File: config.mk
export PLATFORM = sky130hd
export DESIGN_NAME = mul_div_unit
export DESIGN_NICKNAME = d
export VERILOG_FILES = /design/src/rtl/mul_div_unit.sv
export SDC_FILE = /design/constraint.sdc
export NUM_CORES = 1
export LEC_CHECK = 0
export ABC_CLOCK_PERIOD_IN_PS = 5100
export BUFFER_PORTS_ARGS = -buffer_cell sky130_fd_sc_hd__buf_2
export CAP_MARGIN = 20
export CELL_PAD_IN_SITES_DETAIL_PLACEMENT = 2
export CELL_PAD_IN_SITES_GLOBAL_PLACEMENT = 2
export CORE_ASPECT_RATIO = 2
export CORE_MARGIN = 2
export CORE_UTILIZATION = 30
export CTS_BUF_LIST = sky130_fd_sc_hd__clkbuf_8
export DETAILED_ROUTE_END_ITERATION = 16
export PLACE_DENSITY_LB_ADDON = 0.1
export SYNTH_ARGS = -nofsm -noshare
export SYNTH_HDL_FRONTEND = slang
export SYNTH_SLANG_ARGS = --single-unit
File: constraint.sdc
create_clock -name clk -period 5.1 [get_ports clk]
set_clock_uncertainty 0.1 [all_clocks]
set_input_delay 0.51 -clock clk [delete_from_list [all_inputs] [get_ports clk]]
set_output_delay 0.51 -clock clk [all_outputs]
set_load 0.03 [all_outputs]
File: src/rtl/mul_div_unit.sv
// mul_div_unit: multi-cycle signed WIDTH x WIDTH multiply / divide engine.
// Radix-2 Booth multiply and non-restoring divide, one iteration per cycle
// for WIDTH cycles. The 2*WIDTH result is held as {z_hi, z_lo} and feeds
// the bus multiplexer's ZHI/ZLO inputs directly.
// Optional feature macro: MULDIV_DIV_EN (divider, sign fix-up, div_by_zero).
// With the macro undefined, op is ignored and every start is a multiply.
module mul_div_unit #(
    parameter int WIDTH = 32
) (
    input  logic             clk,
    input  logic             clear_n,
    input  logic             start,
    input  logic             op,
    input  logic [WIDTH-1:0] operand_a,
    input  logic [WIDTH-1:0] operand_b,
    output logic             busy,
    output logic             done,
    output logic             div_by_zero,
    output logic [WIDTH-1:0] z_hi,
    output logic [WIDTH-1:0] z_lo
);

    localparam int CNT_W = $clog2(WIDTH);

    localparam logic [1:0] IDLE = 2'd0;
    localparam logic [1:0] RUN  = 2'd1;
    localparam logic [1:0] FIX  = 2'd2;

    logic [1:0]       r_state;
    logic [CNT_W-1:0] r_cnt;
    logic [WIDTH+1:0] r_hi;     // Booth high half (sign-extended) or partial remainder
    logic [WIDTH-1:0] r_lo;     // Booth low half or quotient / dividend shift register
    logic             r_guard;  // Booth guard bit q[-1]
    logic [WIDTH-1:0] r_opnd;   // multiplicand or |divisor|
    logic             r_done;
    logic [WIDTH-1:0] r_z_hi;
    logic [WIDTH-1:0] r_z_lo;

    logic [WIDTH+1:0] w_mcand_ext;
    logic [WIDTH+1:0] w_booth_sum;
    logic [WIDTH+1:0] w_mul_hi;
    logic [WIDTH-1:0] w_mul_lo;

    // One Booth step: add/sub/none on the high half, then arithmetic shift right.
    always_comb begin
        w_mcand_ext = {{2{r_opnd[WIDTH-1]}}, r_opnd};
        // NOTE: default assigned before the case so no path leaves it unassigned (no latch).
        w_booth_sum = r_hi;
        case ({r_lo[0], r_guard})
            2'b01:   w_booth_sum = r_hi + w_mcand_ext;
            2'b10:   w_booth_sum = r_hi - w_mcand_ext;
            default: ;
        endcase
        w_mul_hi = {w_booth_sum[WIDTH+1], w_booth_sum[WIDTH+1:1]};
        w_mul_lo = {w_booth_sum[0], r_lo[WIDTH-1:1]};
    end

`ifdef MULDIV_DIV_EN
    logic             r_op;
    logic             r_a_neg;
    logic             r_q_neg;
    logic             r_dbz;
    logic [WIDTH-1:0] w_abs_a;
    logic [WIDTH-1:0] w_abs_b;
    logic [WIDTH+1:0] w_div_ext;
    logic [WIDTH+1:0] w_rem_shift;
    logic [WIDTH+1:0] w_rem_next;
    logic [WIDTH-1:0] w_quo_next;
    logic [WIDTH-1:0] w_rem_fix;
    logic [WIDTH-1:0] w_rem_out;
    logic [WIDTH-1:0] w_quo_out;

    // Non-restoring divide step on magnitudes, plus the final correction and sign fix-up.
    always_comb begin
        w_abs_a     = operand_a[WIDTH-1] ? -operand_a : operand_a;
        w_abs_b     = operand_b[WIDTH-1] ? -operand_b : operand_b;
        w_div_ext   = {2'b00, r_opnd};
        w_rem_shift = {r_hi[WIDTH:0], r_lo[WIDTH-1]};
        w_rem_next  = r_hi[WIDTH+1] ? (w_rem_shift + w_div_ext) : (w_rem_shift - w_div_ext);
        w_quo_next  = {r_lo[WIDTH-2:0], ~w_rem_next[WIDTH+1]};
        // A negative final remainder is restored by one add of the divisor.
        w_rem_fix   = r_hi[WIDTH+1] ? (r_hi[WIDTH-1:0] + r_opnd) : r_hi[WIDTH-1:0];
        w_rem_out   = r_a_neg ? -w_rem_fix : w_rem_fix;
        w_quo_out   = r_q_neg ? -r_lo : r_lo;
    end

    assign div_by_zero = r_dbz;
`else
    logic w_unused_op;
    assign w_unused_op = op;
    assign div_by_zero = 1'b0;
`endif

    // Sequencer and datapath registers; z_hi/z_lo change only on the FIX edge.
    always_ff @(posedge clk or negedge clear_n) begin
        if (!clear_n) begin
            r_state <= IDLE;
            r_cnt   <= '0;
            r_hi    <= '0;
            r_lo    <= '0;
            r_guard <= 1'b0;
            r_opnd  <= '0;
            r_done  <= 1'b0;
            r_z_hi  <= '0;
            r_z_lo  <= '0;
`ifdef MULDIV_DIV_EN
            r_op    <= 1'b0;
            r_a_neg <= 1'b0;
            r_q_neg <= 1'b0;
            r_dbz   <= 1'b0;
`endif
        end else begin
            // NOTE: non-blocking throughout so every register sees pre-edge values.
            r_done <= 1'b0;
            case (r_state)
                IDLE: begin
                    if (start) begin
                        r_state <= RUN;
                        r_cnt   <= CNT_W'(WIDTH - 1);
                        r_guard <= 1'b0;
                        r_hi    <= '0;
                        r_lo    <= operand_b;
                        r_opnd  <= operand_a;
`ifdef MULDIV_DIV_EN
                        r_op    <= op;
                        r_dbz   <= 1'b0;
                        r_a_neg <= operand_a[WIDTH-1];
                        r_q_neg <= operand_a[WIDTH-1] ^ operand_b[WIDTH-1];
                        if (op) begin
                            r_lo   <= w_abs_a;
                            r_opnd <= w_abs_b;
                            if (operand_b == '0) begin
                                // Nothing to iterate; keep the raw dividend for z_hi.
                                r_state <= FIX;
                                r_dbz   <= 1'b1;
                                r_lo    <= operand_a;
                            end
                        end
`endif
                    end
                end
                RUN: begin
                    r_cnt <= r_cnt - CNT_W'(1);
                    if (r_cnt == '0) begin
                        r_state <= FIX;
                    end
                    r_hi    <= w_mul_hi;
                    r_lo    <= w_mul_lo;
                    r_guard <= r_lo[0];
`ifdef MULDIV_DIV_EN
                    if (r_op) begin
                        r_hi <= w_rem_next;
                        r_lo <= w_quo_next;
                    end
`endif
                end
                FIX: begin
                    r_state <= IDLE;
                    r_done  <= 1'b1;
                    r_z_hi  <= r_hi[WIDTH-1:0];
                    r_z_lo  <= r_lo;
`ifdef MULDIV_DIV_EN
                    if (r_dbz) begin
                        r_z_hi <= r_lo;
                        r_z_lo <= '1;
                    end else if (r_op) begin
                        r_z_hi <= w_rem_out;
                        r_z_lo <= w_quo_out;
                    end
`endif
                end
                default: r_state <= IDLE;
            endcase
        end
    end

    assign busy = (r_state != IDLE);
    assign done = r_done;
    assign z_hi = r_z_hi;
    assign z_lo = r_z_lo;

endmodule

# Word level (Yosys, flattened, before mapping)
# Cells that the tools add are included.
[totals] ff_bits=171 out_inout_bits=67 word_cells=38
[classes] n_addsub=3 n_eq_ne=6 n_mux=13 n_reduce_logical=7
[ops] op="$pmux 34 s2" count=2
[ops] op="$pmux 32 s2" count=1
[ops] op="$add 34x34->34" count=1
[ops] op="$mux 34" count=1
[ops] op="$sub 34x34->34" count=1
[ops] op="$mux 32" count=1
[ops] op="$pmux 5 s2" count=1
[ops] op="$reduce_and 2->1" count=3
[ops] op="$logic_not 5->1" count=1
[ops] op="$mux 5" count=1
[ops] op="$sub 5x1->5 const B" count=1
[ops] op="$eq 2x1->1 const B" count=2
[ops] op="$eq 2x2->1 const B" count=2
[ops] op="$mux 2" count=2
[ops] op="$ne 2x2->1 const B" count=2
[ops] op="$pmux 2 s2" count=1
[ops] op="$reduce_bool 2->1" count=2
[ops] op="$logic_not 2->1" count=1
[ops] op="$mux 1" count=2
[ops] op="$pmux 1 s2" count=1

# Longest topological paths before layout
# Gate-level depths: netlist (run 1).
[logic_depth] word_depth=3 depth_mapped=16 depth_no_buf=15

# Worst setup path before layout (run 1)
# Ideal clock, no wire load.
[synth_timing] kind="register to register" start="register r_opnd[4]" end="register r_hi[32]" setup_time_ns=0.126 t_arrival_ns=3.726 required_ns=4.874 path_slack_ns=1.148 stages_incl_launch_ff=16 path_buffers=0 path_cell_list="dfrtp_1 nor4_4 nand2_1 nor4b_4 nand2_1 nor3_2 a31oi_1 xnor2_1 ha_1 a21o_1 a211o_1 a2111oi_2 o22ai_1 or3_1 nor3b_2 mux2i_1"
[synth_between] elab_chain_len=3 elab_cells_between_ends=4 classes_between="add/sub: 2; mux: 2"
[synth_lines] element="start, declared" line="34" rtl="logic [WIDTH-1:0] r_opnd;"
[synth_lines] element="start signal, assigned" line="123" rtl="r_opnd <= operand_a;"
[synth_lines] element="$sub 34x34->34 or $add 34x34->34 (tied branches)" line="51, 50"
[synth_lines] element="$pmux 34 s2 *" line="49" rtl="case ({r_lo[0], r_guard})"
[synth_lines] element="$pmux 34 s2 *" line="115" rtl="case (r_state)"
[synth_lines] element="end signal, assigned" line="147" rtl="r_hi <= w_mul_hi;"
[synth_lines] element="end, declared" line="31" rtl="logic [WIDTH+1:0] r_hi;"
# Mark *: on every way between the ends. The rest lies on a longest branch, timed or not.
# A chain may end at the register's enable or synchronous reset.

# Worst setup path after layout (run 1)
# Ends and elaborated chain as after synthesis.

==> run_results.csv, run 1 <==
group,metric,value,unit
floorplanning,fp.coreArea,0.0315,mm^2
placement,port_buffers,132,
synthesis,synth.most_common_cell,"dfrtp_1",
worst_setup_path,critical_path.slowest_cell,"dfrtp_1",
worst_setup_path,crit_arrival,4.85,ns
clock_network,cts_root_buf,"clkbuf_8",
synthesis,synth_area_leaders,"dfrtp_1 (44%), mux2_2 (11%), ha_1 (4.8%)",
route,wl_per_cell,21.6,um
job,cap_violations,0,
cells_and_area,multiInputGateArea,0.00509,mm^2
global_route,grtUsageTotal,20.3,%
sta,setup_slack,0.535,ns
synthesis,ys_seq_elements,170,
placement,dp_hpwl,24.7,mm
clock_network,cts_htree_levels,4,
sta,slew_violations,0,
cells_and_area,instances_no_fill,1529,
route,vias,8106,
synthesis,avgSynthCellArea,9.87,um^2
synthesis,synthTopCellsByCount,"dfrtp_1 (170), nand2_1 (100), mux2_2 (90)",
worst_setup_path,path_delay_family,"simple AND/OR/NAND/NOR gates",
global_route,grt_pass1_vias,9029,
sta,finalCriticalPeriod,4.57,ns
cells_and_area,final-seq-area,0.00425,mm^2
synthesis,ys_async_sr_fraction,100,%
worst_setup_path,worst_setup_path_end_kind,"flip-flop",
sta,rsz0062_at_grt,"false",
floorplanning,placementRows,92,
clock_network,cts_tree,"yes",
placement,post-place-ws,0.516,ns
route,ant_nets,0,
power,leakagePower,5.19,nW
synthesis,synth_top_area_cell,"dfrtp_1",
sta,fmax,219,MHz
clock_network,post_cts.repair.setup_buffers,0,
synthesis,ys.warnings.count,0,
clock_network,clk_latency,0.51,ns
worst_setup_path,cp.required,5.39,ns
sta,finalSetupTns,0,ns
global_route,antenna_found_initial,1,
sta,relSlewSlack,31.4,%
sta,setup_viol,0,
worst_setup_path,startpoint_type,"flip-flop",
route,via_per_inst,5.30,
synthesis,ys_seq_area_share,44.2,%
sta,worst_pin_slew,1.03,ns
synthesis,synth-edff-count,0,
placement,dp.cells,1495,
run_status,status,"finished, final reports clean",
route,wl,33.0,mm
clock_network,clock_sinks,170,
floorplanning,die_h,257,um
cells_and_area,drive_gt1_share,26.4,%
route,drc,0,
global_route,grt_pass1_wl,51.7,mm
clock_network,clk_pin_slew,0.10,ns
worst_setup_path,critPathMaxFanout,7,
placement,placed_cell_area,0.0108,mm^2
power,p_per_area,819,mW/mm^2
sta,final_min_period_over_clock_period,89.5,%
route,drtPass1Iterations,4,
min_path,holdCritPathClass,"input port to flip-flop",
worst_setup_path,crit_type,"flip-flop to flip-flop",
cells_and_area,nFillCells,3586,
route,drt-initial-drc-count,193,
global_route,grt_overflow_total,0,
synthesis,syn_area,0.00963,mm^2
synthesis,ys.flop_type,"dfrtp_1",
worst_setup_path,crit_chain,"nor4_4, nand2_1, nor4b_4, buf_4, nand2_1, nor3_2, a31oi_1, xnor2_1, ha_1, a21o_1, a211o_1, o311ai_0, o22ai_1, or3_1, nor3b_2, mux2i_1",
cells_and_area,design_area,0.0112,mm^2
clock_network,cts_made_buffers,17,
synthesis,synth.distinct_cells,70,
global_route,grt_max_degree,87,
floorplanning,ios,135,
power,peakVddDrop,0.296,mV
worst_setup_path,cp_common_cell,"nand2_1",
cells_and_area,syn_to_final_growth,16.5,%
power,design_power_total,9.19,mW
synthesis,synthCells,976,
worst_setup_path,cp_slowest_stage_delay,0.46,ns
floorplanning,die_x,131,um
sta,hold_viol,0,
floorplanning,die_area,0.0336,mm^2
worst_setup_path,crit_buf_inv,1,
clock_network,clockBufferDepth,2,
placement,place_congestion,0.821,
floorplanning,initial_utilization,30.5,%
cells_and_area,num-nets-final,1198,
synthesis,syn_nets,1082,
synthesis,synth_top_cell_area_share,44.2,%
-- routing by layer --
metal  share of wire, %  up-vias  GRT usage [%]  wire length (um)
met4                4.1        0           9.10              1350
met2                 57      124           39.2             19000
met5                  0        -              0                 0
li1                   -     3784              -                 -
met1                 36     4149           20.8             12000
met3                2.3       49           3.14               750
-- worst register-to-register path, cell delays in order (launching register included) --
cell	delay (ns)
dfrtp_1	0.46
nor4_4	0.43
nand2_1	0.17
nor4b_4	0.27
buf_4	0.23
nand2_1	0.13
nor3_2	0.17
a31oi_1	0.12
xnor2_1	0.27
ha_1	0.35
a21o_1	0.23
a211o_1	0.32
o311ai_0	0.41
o22ai_1	0.16
or3_1	0.35
nor3b_2	0.16
mux2i_1	0.13
-- stage by stage --
step	utilization [%]	hold WS, ns
6_report	35.6	0.115
5_1_grt	35.6	0.0913
4_1_cts	35.6	0.0785
3_5_place_dp	34.2	0.376
3_3_place_gp	34.2	0.364
2_1_floorplan	-	0.114
-- where the power goes --
group          leakage (nW)  internal, mW  switching (mW)
Sequential             2.19          1.82           0.534
Combinational          2.78          2.21            3.56
Clock                 0.213         0.493           0.571
-- sequential cells by signal, indices dropped and copies added (netlist names) --
register  count
z_hi         32
r_lo         32
r_cnt         5
r_opnd       32
z_lo         32
r_guard       1
r_state       2
r_hi         33
done          1
-- layout make-up --
type	instances	area share, %
multi-input combinational	726	45.4
sequential	170	37.9
timing repair buffer	153	7.37
tap	423	4.72
clock buffer	17	2.09
clock inverter	15	1.70
inverter	24	0.803
antenna	1	0.0223
-- placed cells by master, fill, tap and decap left out, drive strengths merged, types with 4 or more instances in the layout --
master | synthesis | routed
o21bai | 10 | 10
nor3 | 19 | 19
and2 | 4 | 4
nand4 | 15 | 15
nor4 | 14 | 14
mux2 | 90 | 90
a32oi | 5 | 5
nor2b | 6 | 6
clkinv | 0 | 5
nand2 | 101 | 101
a31oi | 6 | 6
buf | 13 | 152
inv | 24 | 29
nor2 | 48 | 48
ha | 37 | 37
a21o | 14 | 14
and3 | 7 | 7
a22o | 4 | 4
xnor2 | 37 | 37
a21oi | 77 | 77
nand2b | 6 | 6
clkbuf | 43 | 17
xor2 | 12 | 12
nand3 | 8 | 8
mux2i | 6 | 6
o21ai | 96 | 96
dfrtp | 170 | 170
o211ai | 6 | 6
a22oi | 47 | 47
-- cells by family after synthesis --
group | share of synthesized area [%]
fa+ha+maj | 5.01
xor+xnor | 4.46
buf+inv | 3.27
flops | 44.2
compound gates | 19.0
mux | 11.1
other cells | 0.0389
simple gates | 12.9
-- final timing paths --
kind	cells after the start	start	to	slack, ns
max	16	r_opnd[4]	r_hi[32]	0.53
min	3	operand_a[25]	r_opnd[25]	0.11
max reg2reg	16	r_opnd[4]	r_hi[32]	0.53
min reg2reg	2	z_hi[0]	z_hi[0]	0.39
max in group asynchronous	3	clear_n	r_lo[17]	3.16
min in group asynchronous	2	clear_n	z_lo[28]	0.54
-- what timing repair did --
action,in CTS,in global routing
endpoints found under the hold margin,22,0
resized for setup,0,0
hold buffers,1,0
(Power assumes the default switching activity.)
==> run 2: changes to the inputs <==
--- a/config.mk
+++ b/config.mk
@@ -16,6 +16,7 @@
 export CTS_BUF_LIST = sky130_fd_sc_hd__clkbuf_8
 export DETAILED_ROUTE_END_ITERATION = 16
 export PLACE_DENSITY_LB_ADDON = 0.1
+export RECOVER_POWER = 100
 export SYNTH_ARGS = -nofsm -noshare
 export SYNTH_HDL_FRONTEND = slang
 export SYNTH_SLANG_ARGS = --single-unit
==> run_results.csv, run 2 (synthesis results as in run 1) <==
group,metric,value,unit
worst_setup_path,worst_setup_path_end_kind,"flip-flop",
clock_network,clk_pin_slew,0.10,ns
cells_and_area,drive_gt1_share,20.0,%
cells_and_area,num-nets-final,1198,
floorplanning,die_h,257,um
global_route,grt_max_degree,87,
power,leakagePower,4.87,nW
clock_network,cts_made_buffers,17,
sta,relSlewSlack,-102,%
sta,finalCriticalPeriod,4.57,ns
floorplanning,initial_utilization,30.5,%
placement,dp_hpwl,24.7,mm
clock_network,clockBufferDepth,2,
sta,setup_viol,0,
run_status,violations,"capacitance limit, slew limit",
cells_and_area,syn_to_final_growth,15.1,%
route,via_per_inst,5.31,
placement,dp.cells,1495,
route,ant_nets,0,
power,design_power_total,9.17,mW
global_route,grt_pass1_wl,51.7,mm
route,drc,0,
floorplanning,placementRows,92,
cells_and_area,largest_register_ffs,33,
route,vias,8121,
clock_network,cts_resized,0,
worst_setup_path,critPathMaxFanout,7,
route,drtPass1Iterations,4,
cells_and_area,most-common-layout-cells,"dfrtp_1 (170), nand2_1 (100), mux2_2 (90), o21ai_0 (89), a21oi_1 (77)",
sta,rsz0062_at_grt,"false",
min_path,holdPathStages,3,
sta,finalSetupTns,0,ns
run_status,status,"finished, violations left",
worst_setup_path,cp.required,5.39,ns
power,p_per_area,827,mW/mm^2
worst_setup_path,crit_arrival,4.86,ns
global_route,grtUsageTotal,20.3,%
sta,final_min_period_over_clock_period,89.6,%
cells_and_area,instances_no_fill,1529,
floorplanning,fp.coreArea,0.0315,mm^2
clock_network,post_cts.repair.setup_buffers,0,
global_route,antenna_found_initial,1,
sta,worst_pin_slew,3.02,ns
job,cap_violations,5,
clock_network,cts_root_buf,"clkbuf_8",
floorplanning,die_area,0.0336,mm^2
route,wl,33.1,mm
global_route,grt_overflow_total,0,
route,wl_per_cell,21.6,um
cells_and_area,multiInputGateArea,0.00507,mm^2
cells_and_area,nFillCells,3618,
worst_setup_path,startpoint_type,"flip-flop",
cells_and_area,final-seq-area,0.00425,mm^2
clock_network,cts_htree_levels,4,
cells_and_area,layout_commonest_cell,"dfrtp_1",
global_route,grt_pass1_vias,9029,
worst_setup_path,ff2ff_setup_slack,0.53,ns
floorplanning,die_x,131,um
placement,place_congestion,0.821,
sta,hold_viol,0,
clock_network,clock_sinks,170,
min_path,holdCritPathClass,"input port to flip-flop",
sta,holdWs,0.115,ns
sta,fmax,219,MHz
clock_network,clk_latency,0.51,ns
worst_setup_path,reg2reg_depth,16,
clock_network,cts_tree,"yes",
power,peakVddDrop,0.296,mV
cells_and_area,regMostFlops,"r_hi",
sta,slew_violations,248,
placement,port_buffers,132,
floorplanning,ios,135,
route,drt-initial-drc-count,207,
worst_setup_path,crit_type,"flip-flop to flip-flop",
-- run 2: cell types whose count changed in the layout (fill, tap and decap cells not counted), sizes merged --
cell    previous run  this run
clkbuf            17        90
buf              152        79
-- run 2: worst max-delay path: stages, from the launching register on --
cell and delay, ns:
dfrtp_1 0.47, nor4_4 0.43, nand2_1 0.17, nor4b_4 0.27, buf_4 0.23, nand2_1 0.12, nor3_2 0.17, a31oi_1 0.12
xnor2_1 0.27, ha_1 0.35, a21o_1 0.23, a211o_1 0.32, o311ai_0 0.41, o22ai_1 0.16, or3_1 0.35, nor3b_2 0.16
mux2i_1 0.13
-- run 2: power breakdown --
group | switching, mW | internal, mW
logic | 3.56 | 2.19
clock network | 0.572 | 0.493
registers | 0.535 | 1.82
-- run 2: cell type report --
cell class	instances	area share, %
multi-input cells	726	45.7
repair buffers	153	6.49
clock inverters	15	1.72
diodes	1	0.0226
inverters	24	0.812
clock buffers	17	2.11
flip-flops and latches	170	38.4
well taps	423	4.77
-- run 2: per-stage QoR --
stage	util [%]	setup WS, ns	area (um^2)
2_1_floorplan	-	1.15	9630
3_3_place_gp	34.2	0.599	10800
3_5_place_dp	34.2	0.516	10800
4_1_cts	35.6	0.484	11200
5_1_grt	35.2	0.153	11100
6_report	35.2	0.532	11100
-- run 2: per-layer routing --
layer | global-route usage, % | share of wire, % | wire (um) | vias up
met3 | 3.14 | 2.4 | 793 | 49
li1 | - | - | - | 3779
met4 | 9.10 | 4.1 | 1360 | 0
met2 | 39.2 | 58 | 19100 | 129
met1 | 20.8 | 36 | 11800 | 4164
met5 | 0 | 0 | 0 | -
-- run 2: path summary, 6_finish.rpt --
path,start,end
min reg2reg,z_hi[0],z_hi[0]
max reg2reg,r_opnd[4],r_hi[32]
max,r_opnd[4],r_hi[32]
min in group asynchronous,clear_n,z_lo[28]
min,operand_a[25],r_opnd[25]
max in group asynchronous,clear_n,r_lo[17]
-- run 2: what timing repair did --
action                                  in CTS  in global routing
endpoints found under the setup margin       0                  0
hold buffers                                 1                  0
hold endpoints to repair                    22                  0
